[src/rtl/ga23_rom_responder_if.sv]
// GA23 tile-ROM fetch bus: four toggle-handshake request channels plus the memory read port.
// The responder uses the slave modport; requesters and the memory model use master.
interface ga23_rom_responder_if #(
   parameter int unsigned ADDR_W = 24,
   parameter int unsigned DATA_W = 32
);
   logic [3:0]          chan_req;
   logic [4*ADDR_W-1:0] chan_addr;
   logic [3:0]          chan_ack;
   logic [4*DATA_W-1:0] chan_data;
   logic                mem_rd;
   logic [ADDR_W-1:0]   mem_addr;
   logic                mem_rdy;
   logic                mem_valid;
   logic [DATA_W-1:0]   mem_q;

   modport slave (
      input  chan_req, chan_addr, mem_rdy, mem_valid, mem_q,
      output chan_ack, chan_data, mem_rd, mem_addr
   );

   modport master (
      output chan_req, chan_addr, mem_rdy, mem_valid, mem_q,
      input  chan_ack, chan_data, mem_rd, mem_addr
   );
endinterface

[src/rtl/ga23_rom_responder.sv]
// GA23 tile-ROM responder: arbitrates four toggle-handshake channels onto one read port.
// Optional per-channel single-entry cache is enabled by defining ROM_CACHE_EN.
module ga23_rom_responder #(
   parameter int unsigned ADDR_W     = 24,
   parameter int unsigned DATA_W     = 32,
   parameter int unsigned PRIO_FIXED = 0
) (
   input  logic                 clk,
   input  logic                 reset_n,
   input  logic                 cache_flush,
   output logic                 busy,
   ga23_rom_responder_if.slave  bus
);
   typedef enum logic [1:0] {StIdle, StIssue, StWait} state_e;

   state_e            state;
   logic [1:0]        grant;
   logic [1:0]        rr_last;
   logic [3:0]        pending;
   logic [ADDR_W-1:0] addr_arr [4];
   logic              win_vld;
   logic [1:0]        win;
   logic [1:0]        idx;
   logic              hit;

   assign pending = bus.chan_req ^ bus.chan_ack;

   always_comb begin
      for (int i = 0; i < 4; i++) begin
         addr_arr[i] = bus.chan_addr[i*ADDR_W +: ADDR_W];
      end
   end

   // Scan the order backwards so the earliest pending channel in the order wins.
   always_comb begin
      win_vld = 1'b0;
      win     = 2'd0;
      idx     = 2'd0;
      for (int k = 4; k >= 1; k--) begin
         idx = (PRIO_FIXED != 0) ? 2'(k - 1) : 2'(rr_last + 2'(k));
         if (pending[idx]) begin
            win_vld = 1'b1;
            win     = idx;
         end
      end
   end

`ifdef ROM_CACHE_EN
   logic [ADDR_W-1:0] tag [4];
   logic [3:0]        tag_vld;

   assign hit = tag_vld[win] && (tag[win] == addr_arr[win]) && !cache_flush;
`else
   logic unused_flush;

   assign hit          = 1'b0;
   assign unused_flush = cache_flush;
`endif

   always_ff @(posedge clk or negedge reset_n) begin
      if (!reset_n) begin
         state         <= StIdle;
         grant         <= 2'd0;
         rr_last       <= 2'd3;
         busy          <= 1'b0;
         bus.chan_ack  <= '0;
         bus.chan_data <= '0;
         bus.mem_rd    <= 1'b0;
         bus.mem_addr  <= '0;
`ifdef ROM_CACHE_EN
         tag_vld       <= '0;
         for (int i = 0; i < 4; i++) tag[i] <= '0;
`endif
      end else begin
         unique case (state)
            StIdle: begin
               if (win_vld) begin
                  if (hit) begin
                     bus.chan_ack[win] <= bus.chan_req[win];
                     rr_last           <= win;
                  end else begin
                     grant        <= win;
                     bus.mem_addr <= addr_arr[win];
                     bus.mem_rd   <= 1'b1;
                     busy         <= 1'b1;
                     state        <= StIssue;
                  end
               end
            end
            StIssue: begin
               if (bus.mem_rdy) begin
                  bus.mem_rd <= 1'b0;
                  state      <= StWait;
               end
            end
            StWait: begin
               if (bus.mem_valid) begin
                  bus.chan_data[grant*DATA_W +: DATA_W] <= bus.mem_q;
                  bus.chan_ack[grant]                   <= bus.chan_req[grant];
                  rr_last                               <= grant;
                  busy                                  <= 1'b0;
                  state                                 <= StIdle;
`ifdef ROM_CACHE_EN
                  tag[grant]     <= bus.mem_addr;
                  tag_vld[grant] <= 1'b1;
`endif
               end
            end
            default: begin
               state <= StIdle;
               busy  <= 1'b0;
            end
         endcase
`ifdef ROM_CACHE_EN
         // Flush overrides a fill landing on the same edge.
         if (cache_flush) tag_vld <= '0;
`endif
      end
   end
endmodule

[src/flat_wrapper.sv]
// flat-port wrapper written by rule: the top's interface ports become plain ports
module ga23_rom_responder_flat 
#(
   parameter int unsigned ADDR_W     = 24,
   parameter int unsigned DATA_W     = 32,
   parameter int unsigned PRIO_FIXED = 0
)
  (clk, reset_n, cache_flush, busy, bus_chan_req, bus_chan_addr, bus_mem_rdy, bus_mem_valid, bus_mem_q, bus_chan_ack, bus_chan_data, bus_mem_rd, bus_mem_addr);
  ga23_rom_responder_if #(.ADDR_W(ADDR_W), .DATA_W(DATA_W)) bus_i ();
  input  logic clk;
  input  logic reset_n;
  input  logic cache_flush;
  output logic busy;
  input wire logic [$bits(bus_i.chan_req)-1:0] bus_chan_req;
  input wire logic [$bits(bus_i.chan_addr)-1:0] bus_chan_addr;
  input wire logic [$bits(bus_i.mem_rdy)-1:0] bus_mem_rdy;
  input wire logic [$bits(bus_i.mem_valid)-1:0] bus_mem_valid;
  input wire logic [$bits(bus_i.mem_q)-1:0] bus_mem_q;
  output wire logic [$bits(bus_i.chan_ack)-1:0] bus_chan_ack;
  output wire logic [$bits(bus_i.chan_data)-1:0] bus_chan_data;
  output wire logic [$bits(bus_i.mem_rd)-1:0] bus_mem_rd;
  output wire logic [$bits(bus_i.mem_addr)-1:0] bus_mem_addr;
  assign bus_i.chan_req = bus_chan_req;
  assign bus_i.chan_addr = bus_chan_addr;
  assign bus_i.mem_rdy = bus_mem_rdy;
  assign bus_i.mem_valid = bus_mem_valid;
  assign bus_i.mem_q = bus_mem_q;
  assign bus_chan_ack = bus_i.chan_ack;
  assign bus_chan_data = bus_i.chan_data;
  assign bus_mem_rd = bus_i.mem_rd;
  assign bus_mem_addr = bus_i.mem_addr;
  ga23_rom_responder #(.ADDR_W(ADDR_W), .DATA_W(DATA_W), .PRIO_FIXED(PRIO_FIXED)) u_core (.clk(clk), .reset_n(reset_n), .cache_flush(cache_flush), .busy(busy), .bus(bus_i));
endmodule
[config.mk]
export PLATFORM = sky130hd
export DESIGN_NAME = ga23_rom_responder_flat
export DESIGN_NICKNAME = d
export VERILOG_FILES = /design/src/rtl/ga23_rom_responder_if.sv /design/src/rtl/ga23_rom_responder.sv /design/src/flat_wrapper.sv
export SDC_FILE = /design/constraint.sdc
export NUM_CORES = 1
export LEC_CHECK = 0
export CORE_AREA = 2 2 143 145
export DETAILED_ROUTE_END_ITERATION = 16
export DIE_AREA = 0 0 145 147
export GPL_ROUTABILITY_DRIVEN = 0
export PLACE_DENSITY_LB_ADDON = 0.12
export SYNTH_ARGS = -nofsm -noshare
export SYNTH_HDL_FRONTEND = slang
export SYNTH_SLANG_ARGS = --single-unit
[constraint.sdc]
create_clock -name clk -period 2.21 [get_ports clk]
set_input_delay 0.442 -clock clk [delete_from_list [all_inputs] [get_ports clk]]
set_output_delay 0.442 -clock clk [all_outputs]
set_load 0.05 [all_outputs]
# Yosys cells after proc, flatten, opt, wreduce, memory -nomap -nowiden
# Index checks and enable logic that the tools add are counted.
# W data, S select, Z words.
# op_classes
magnitude_cmp,7
n_bitwise,3
muxes,34
reduce_logical,8
shifts,2
n_eq_ne,5
add_sub_neg,4
# ops
operator,count
$bwmux W128,1
$shift A32 B34 Y128 const A,1
$shiftx A32 B34 Y128,1
$bmux W24 S2,1
$mux W24,2
$neg A7 Y34,1
$lt A2 B3 Y1 const B,5
$mux W2,7
$mux W1,13
$bmux W1 S2,5
$reduce_and A3 Y1,3
$pmux W2 S3,1
$add A2 B2 Y2 const B,2
$bwmux W4,1
$ne A2 B2 Y1 const B,2
$reduce_and A2 Y1,2
$xor A4 B4 Y4,1
$ge A3 B3 Y1 const B,1
$not A2 Y3,1
$pmux W1 S3,1
$add A2 B1 Y2 const B,1
$demux W1 S2,1
$eq A2 B1 Y1 const B,1
$eq A2 B2 Y1 const B,1
7 further kinds,7
# totals
wordCells,71
register_bits,164
inputBits,137

# Longest topological paths before layout
# depth
depth_word,11
depth_mapped,7

# Worst setup path after synthesis
# Ideal clock, no wire load.
# synth_timing
path_type,reg-to-reg
from,register u_core.bus.chan_ack[1]
to,register u_core.bus.mem_addr[22]
slack_ps,149
path_stages_with_launch,8
arrival_time_ps,1927
setup_ps,135
period_less_slack_ps,2061
required_ps,2075
cell_sequence,dfrtp_1 -> xor2_2 -> a221oi_2 -> o21a_1 -> buf_6 -> buf_6 -> mux2i_1 -> o311ai_1
# synth_via
elab_chain_cells,11
# synth_lines
item,line_no,source
start: declaration,ga23_rom_responder_if.sv:19,"output chan_ack, chan_data, mem_rd, mem_addr"
start signal: indexed assignment,ga23_rom_responder.sv:79,bus.chan_ack[win] <= bus.chan_req[win];
start signal: indexed assignment,ga23_rom_responder.sv:99,bus.chan_ack[grant] <= bus.chan_req[grant];
$xor A4 B4 Y4 (*),ga23_rom_responder.sv:26,assign pending = bus.chan_req ^ bus.chan_ack;
$bmux W1 S2,ga23_rom_responder.sv:41,if (pending[idx]) begin
$mux W1 (implied by the code),ga23_rom_responder.sv:41,
$mux W2 (4 in a row),ga23_rom_responder.sv:41,
$not A2 Y3 (implied by the code),ga23_rom_responder.sv:83,bus.mem_addr <= addr_arr[win];
$bmux W24 S2,ga23_rom_responder.sv:83,
$mux W24 (implied by the code) (2 in a row),ga23_rom_responder.sv:83,
end signal: assignment,ga23_rom_responder.sv:83,
end: declaration,ga23_rom_responder_if.sv:19,
# Mark *: on every way between the ends. The rest lies on a longest branch, timed or not. The select of a mux whose other input is x is not followed.
# A chain may end at the register's enable or synchronous reset.

# Worst setup path after layout
# layout_timing
from,register u_core.bus.chan_ack[3]
to,output bus_chan_ack[3]
# layout_lines
item,line_no,source
end: declaration,flat_wrapper.sv:19,output wire logic [$bits(bus_i.chan_ack)-1:0] bus_chan_ack;
# No word-level cell between the ends.

==> results by group <==
Critical path
  – R2R cell count: 7
  – CP endpoint: bus_chan_ack[3]
  – CP Launch Point: u_core.bus.chan_ack[3]$_DFFE_PN0P_
  – Critical Path RT: 1770 ps
  – Cell family with the largest share of critical-path delay: buffers and inverters
  – Worst Path Buf+Inv: 1
  – Arr. time, crit path: 1700 ps
  – R2R setup slack: 160 ps
  – Crit path kind: reg2out
  – Crit-path cells: clkdlybuf4s50_1
  – Crit path max-delay cell type: clkdlybuf4s50_1
  – CP max stage delay: 840 ps
  – Levels on crit path: 1
  – Critical Path End Type: primary output
  – Reg-to-reg endpoint: u_core.bus.mem_addr[6]$_DFFE_PN0P_
  – CP Launch Type: flop
  – R2r startpoint: u_core.bus.chan_ack[3]$_DFFE_PN0P_
  – Max FO, Critical Path: 4

Placed design
  – Port Buffers: 293
  – Dpl hpwl: 16.6 mm
  – Cell count after placement: 1,375

STA
  – Final TNS setup: 0 ps
  – Hold Vio Cnt, Final: 0
  – Final slew viol count: 0
  – Min cycle time layout: 2140 ps
  – Final setup skew: 8.67 ps
  – RSZ-0062 raised after global routing: false
  – Slew headroom: 61.1%
  – Period utilization: 97.0%
  – Tightest Pin Transition: 582 ps
  – Max Fclk: 0.466 GHz
  – Final setup violation count: 0

Power and ir drop
  – Comb pwr share: 62.4%
  – Sequential power share: 23.4%
  – Clock power share: 14.2%
  – Pwr dens: 1770 nW/um2
  – Peak VDD IR: 0.00117 V
  – Int Pwr: 10.8 mW
  – Pleak: 4.92 nW
  – P_sw: 10.3 mW
  – Switching share of power: 48.8%

Detailed routing
  – Pre-antenna DRT Iters: 4
  – Via count: 6,747
  – Vias per inst: 4.80
  – Wire length per cell: 16.3 um
  – Detailed Route Iter0 Violations: 282
  – Antenna Nets Post-Route: 0
  – Post-route DRC violation count: 0
  – WL final: 23.0 mm

CTS
  – Clock transition at the registers of the reported paths: 70 ps
  – Clk root buf: clkbuf_16
  – Number of CTS-inserted buffers: 17
  – Post-CTS Setup Bufs: 0
  – Clk_lat worst skew: 420 ps
  – Clock Path Buffers: 2
  – H-tree levels: 4
  – CTS tree: done
  – Clk sink count: 164

Synth
  – Mean Syn Cell Area: 9.44 um2
  – Mapped Cells: 822
  – Post-Syn Nets: 966
  – Cell variety after synth: 38
  – Seq/Total Area, Yosys: 52.9%
  – YS warnings: 0
  – Synth Register Bits: 164
  – Area leader, netlist: dfrtp_1
  – Mapped Area: 7760 um2
  – Synth top area share: 52.2%
  – Ranking of synthesized cells by area: dfrtp_1 (52%), nand2_1 (14%), o21ai_1 (4.6%)

Floorplanning
  – Core Area: 19,800 um2
  – Rows: 52
  – Die W: 145 um
  – Die ar.: 21,300 um2
  – Initial core utilization: 39.1%
  – IO Pins: 295
  – Die Height: 147 um

Global routing
  – Initial antenna violation count: 0
  – Total global-route track usage: 21.6%
  – Number of global-route vias before repair: 6,612
  – Gr ovfl total: 0
  – First-pass GRT wire length: 36.5 mm
  – Largest net degree at the start of global routing: 65

Outcome
  – Status: finished clean

Layout
  – Area Growth Syn to Fin: 53.9%
  – Final instance count without filler cells: 1,407
  – Layout cells sized above 1: 14.2%
  – Final nets: 1,269
  – Ant diodes: 0

Flow run
  – Maximum capacitance violations: 0

Hold path
  – Min-delay worst type: reg2reg
  – Hold_sp: u_core.bus.mem_addr[11]$_DFFE_PN0P_
## cells in the final DEF, fill, tap and decap left out, types with 2 or more instances in the layout
| master | instances |
|---|---|
| bufinv_16 | 2 |
| xnor2_1 | 3 |
| inv_1 | 7 |
| buf_12 | 17 |
| inv_6 | 6 |
| xor2_1 | 3 |
| a211oi_2 | 18 |
| o21ai_1 | 71 |
| a211oi_1 | 30 |
| nor3b_2 | 3 |
| and3_1 | 28 |
| nor2_1 | 2 |
| nand2b_1 | 2 |
| mux2_2 | 4 |
| nand2_1 | 291 |
| and3_4 | 18 |
| o31ai_2 | 17 |
| clkinvlp_4 | 3 |
| dfstp_2 | 2 |
| ha_1 | 7 |
| o21ai_0 | 64 |
| clkdlybuf4s50_1 | 290 |
| clkbuf_16 | 17 |
| dfrtp_1 | 162 |
| buf_4 | 38 |
| nand2_2 | 5 |
| mux2i_1 | 2 |
| inv_8 | 2 |
| o31ai_1 | 6 |
## cells in the mapped netlist, drive strengths merged
cell type,number
o311ai,1
nand3b,1
xnor2,3
a211o,1
ha,7
dfstp,2
nor3,1
o31ai,23
nor3b,3
a221oi,1
and3,46
o221a,1
o21ai,136
o41ai,1
a32oi,1
o21a,1
buf,22
nor2,2
nand2b,2
o221ai,1
xor2,4
a211oi,48
dfrtp,162
mux2i,2
clkbuf,42
mux2,4
mux4,1
inv,7
nand2,296
## worst min-delay path by stage
| stage | end | slack, ps | cells after the start |
|---|---|---|---|
| after floorplan | u_core.bus.chan_ack[0]$_DFFE_PN0P_ | 150 | 0 |
| after global placement | u_core.bus.mem_addr[6]$_DFFE_PN0P_ | 370 | 1 |
| after detailed placement | u_core.bus.mem_addr[10]$_DFFE_PN0P_ | 370 | 1 |
| after CTS | u_core.bus.mem_addr[10]$_DFFE_PN0P_ | 480 | 2 |
| after global routing | u_core.bus.chan_data[40]$_DFFE_PN0P_ | 500 | 2 |
| final | u_core.bus.mem_addr[11]$_DFFE_PN0P_ | 480 | 2 |
## logic make-up (layout without fill, tap and decap cells)
family	after synthesis	after routing	synth area share (%)
adder cells (fa/ha/maj)	7	7	1.13
flip-flops	164	164	52.9
buffers and inverters	71	386	4.81
AO/OA/AOI/OAI	215	215	19.2
multiplexers	7	7	1.13
XOR/XNOR	7	7	0.887
AND/OR/NAND/NOR	351	351	19.9
## worst register-to-register path, stage by stage, from the launching register on
cell and delay [ps]:
dfrtp_1 440, xnor2_1 200, buf_4 170, o221a_1 250, o21a_1 220, buf_12 180
a211oi_1 370, o31ai_2 110
## registers in the layout, indices dropped and copies added (netlist names)
register	cells
u_core.bus.mem_rd	1
u_core.bus.chan_data	128
u_core.busy	1
u_core.bus.mem_addr	24
u_core.state	2
u_core.rr_last	2
u_core.grant	2
u_core.bus.chan_ack	4
## power groups by stage
| stage | clock network [mW] | logic [mW] | registers (mW) |
|---|---|---|---|
| 2_1_floorplan | 0 | 4.63 | 8.93 |
| 3_3_place_gp | 0 | 13.2 | 4.95 |
| 3_5_place_dp | 0 | 13.3 | 4.97 |
| 4_1_cts | 3.07 | 13.3 | 4.94 |
| 5_1_grt | 3.19 | 14.0 | 5.08 |
| 6_report | 3.00 | 13.2 | 4.93 |
## area by class of cell
cell class | instances | area [um2]
fillers | 1725 | 7900
flip-flops and latches | 164 | 4110
repair buffers | 348 | 3560
multi-input cells | 587 | 3320
clock buffers | 17 | 425
well taps | 270 | 338
clock inverters | 14 | 163
inverters | 7 | 26.3
## stage by stage
| stage | hold WS, ps | total power, mW | utilization (%) | cell area, um2 | setup slack (ps) |
|---|---|---|---|---|---|
| final | 477 | 21.1 | 60.2 | 11900 | 65.7 |
| after global routing | 498 | 22.3 | 60.2 | 11900 | 26.4 |
| after CTS | 481 | 21.3 | 60.2 | 11900 | 36.7 |
| after detailed placement | 365 | 18.3 | 57.2 | 11300 | -269 |
| after global placement | 366 | 18.1 | 57.2 | 11300 | -243 |
| after floorplan | 146 | 13.6 | - | 7760 | 149 |
## timing repair
action / in CTS / in global routing
hold endpoints to repair: 30 / 0
gates resized for setup: 1 / 0
hold buffers: 1 / 0
endpoints found under the setup margin: 1 / 0
## layer usage
layer | wire length (um) | vias up | GRT usage (%)
li1 | - | 3399 | -
met1 | 10300 | 3141 | 28.4
met2 | 11000 | 176 | 35.5
met3 | 1200 | 31 | 5.43
met4 | 464 | 0 | 6.68
met5 | 0 | - | 0
Power figures use the tool's default switching activity.
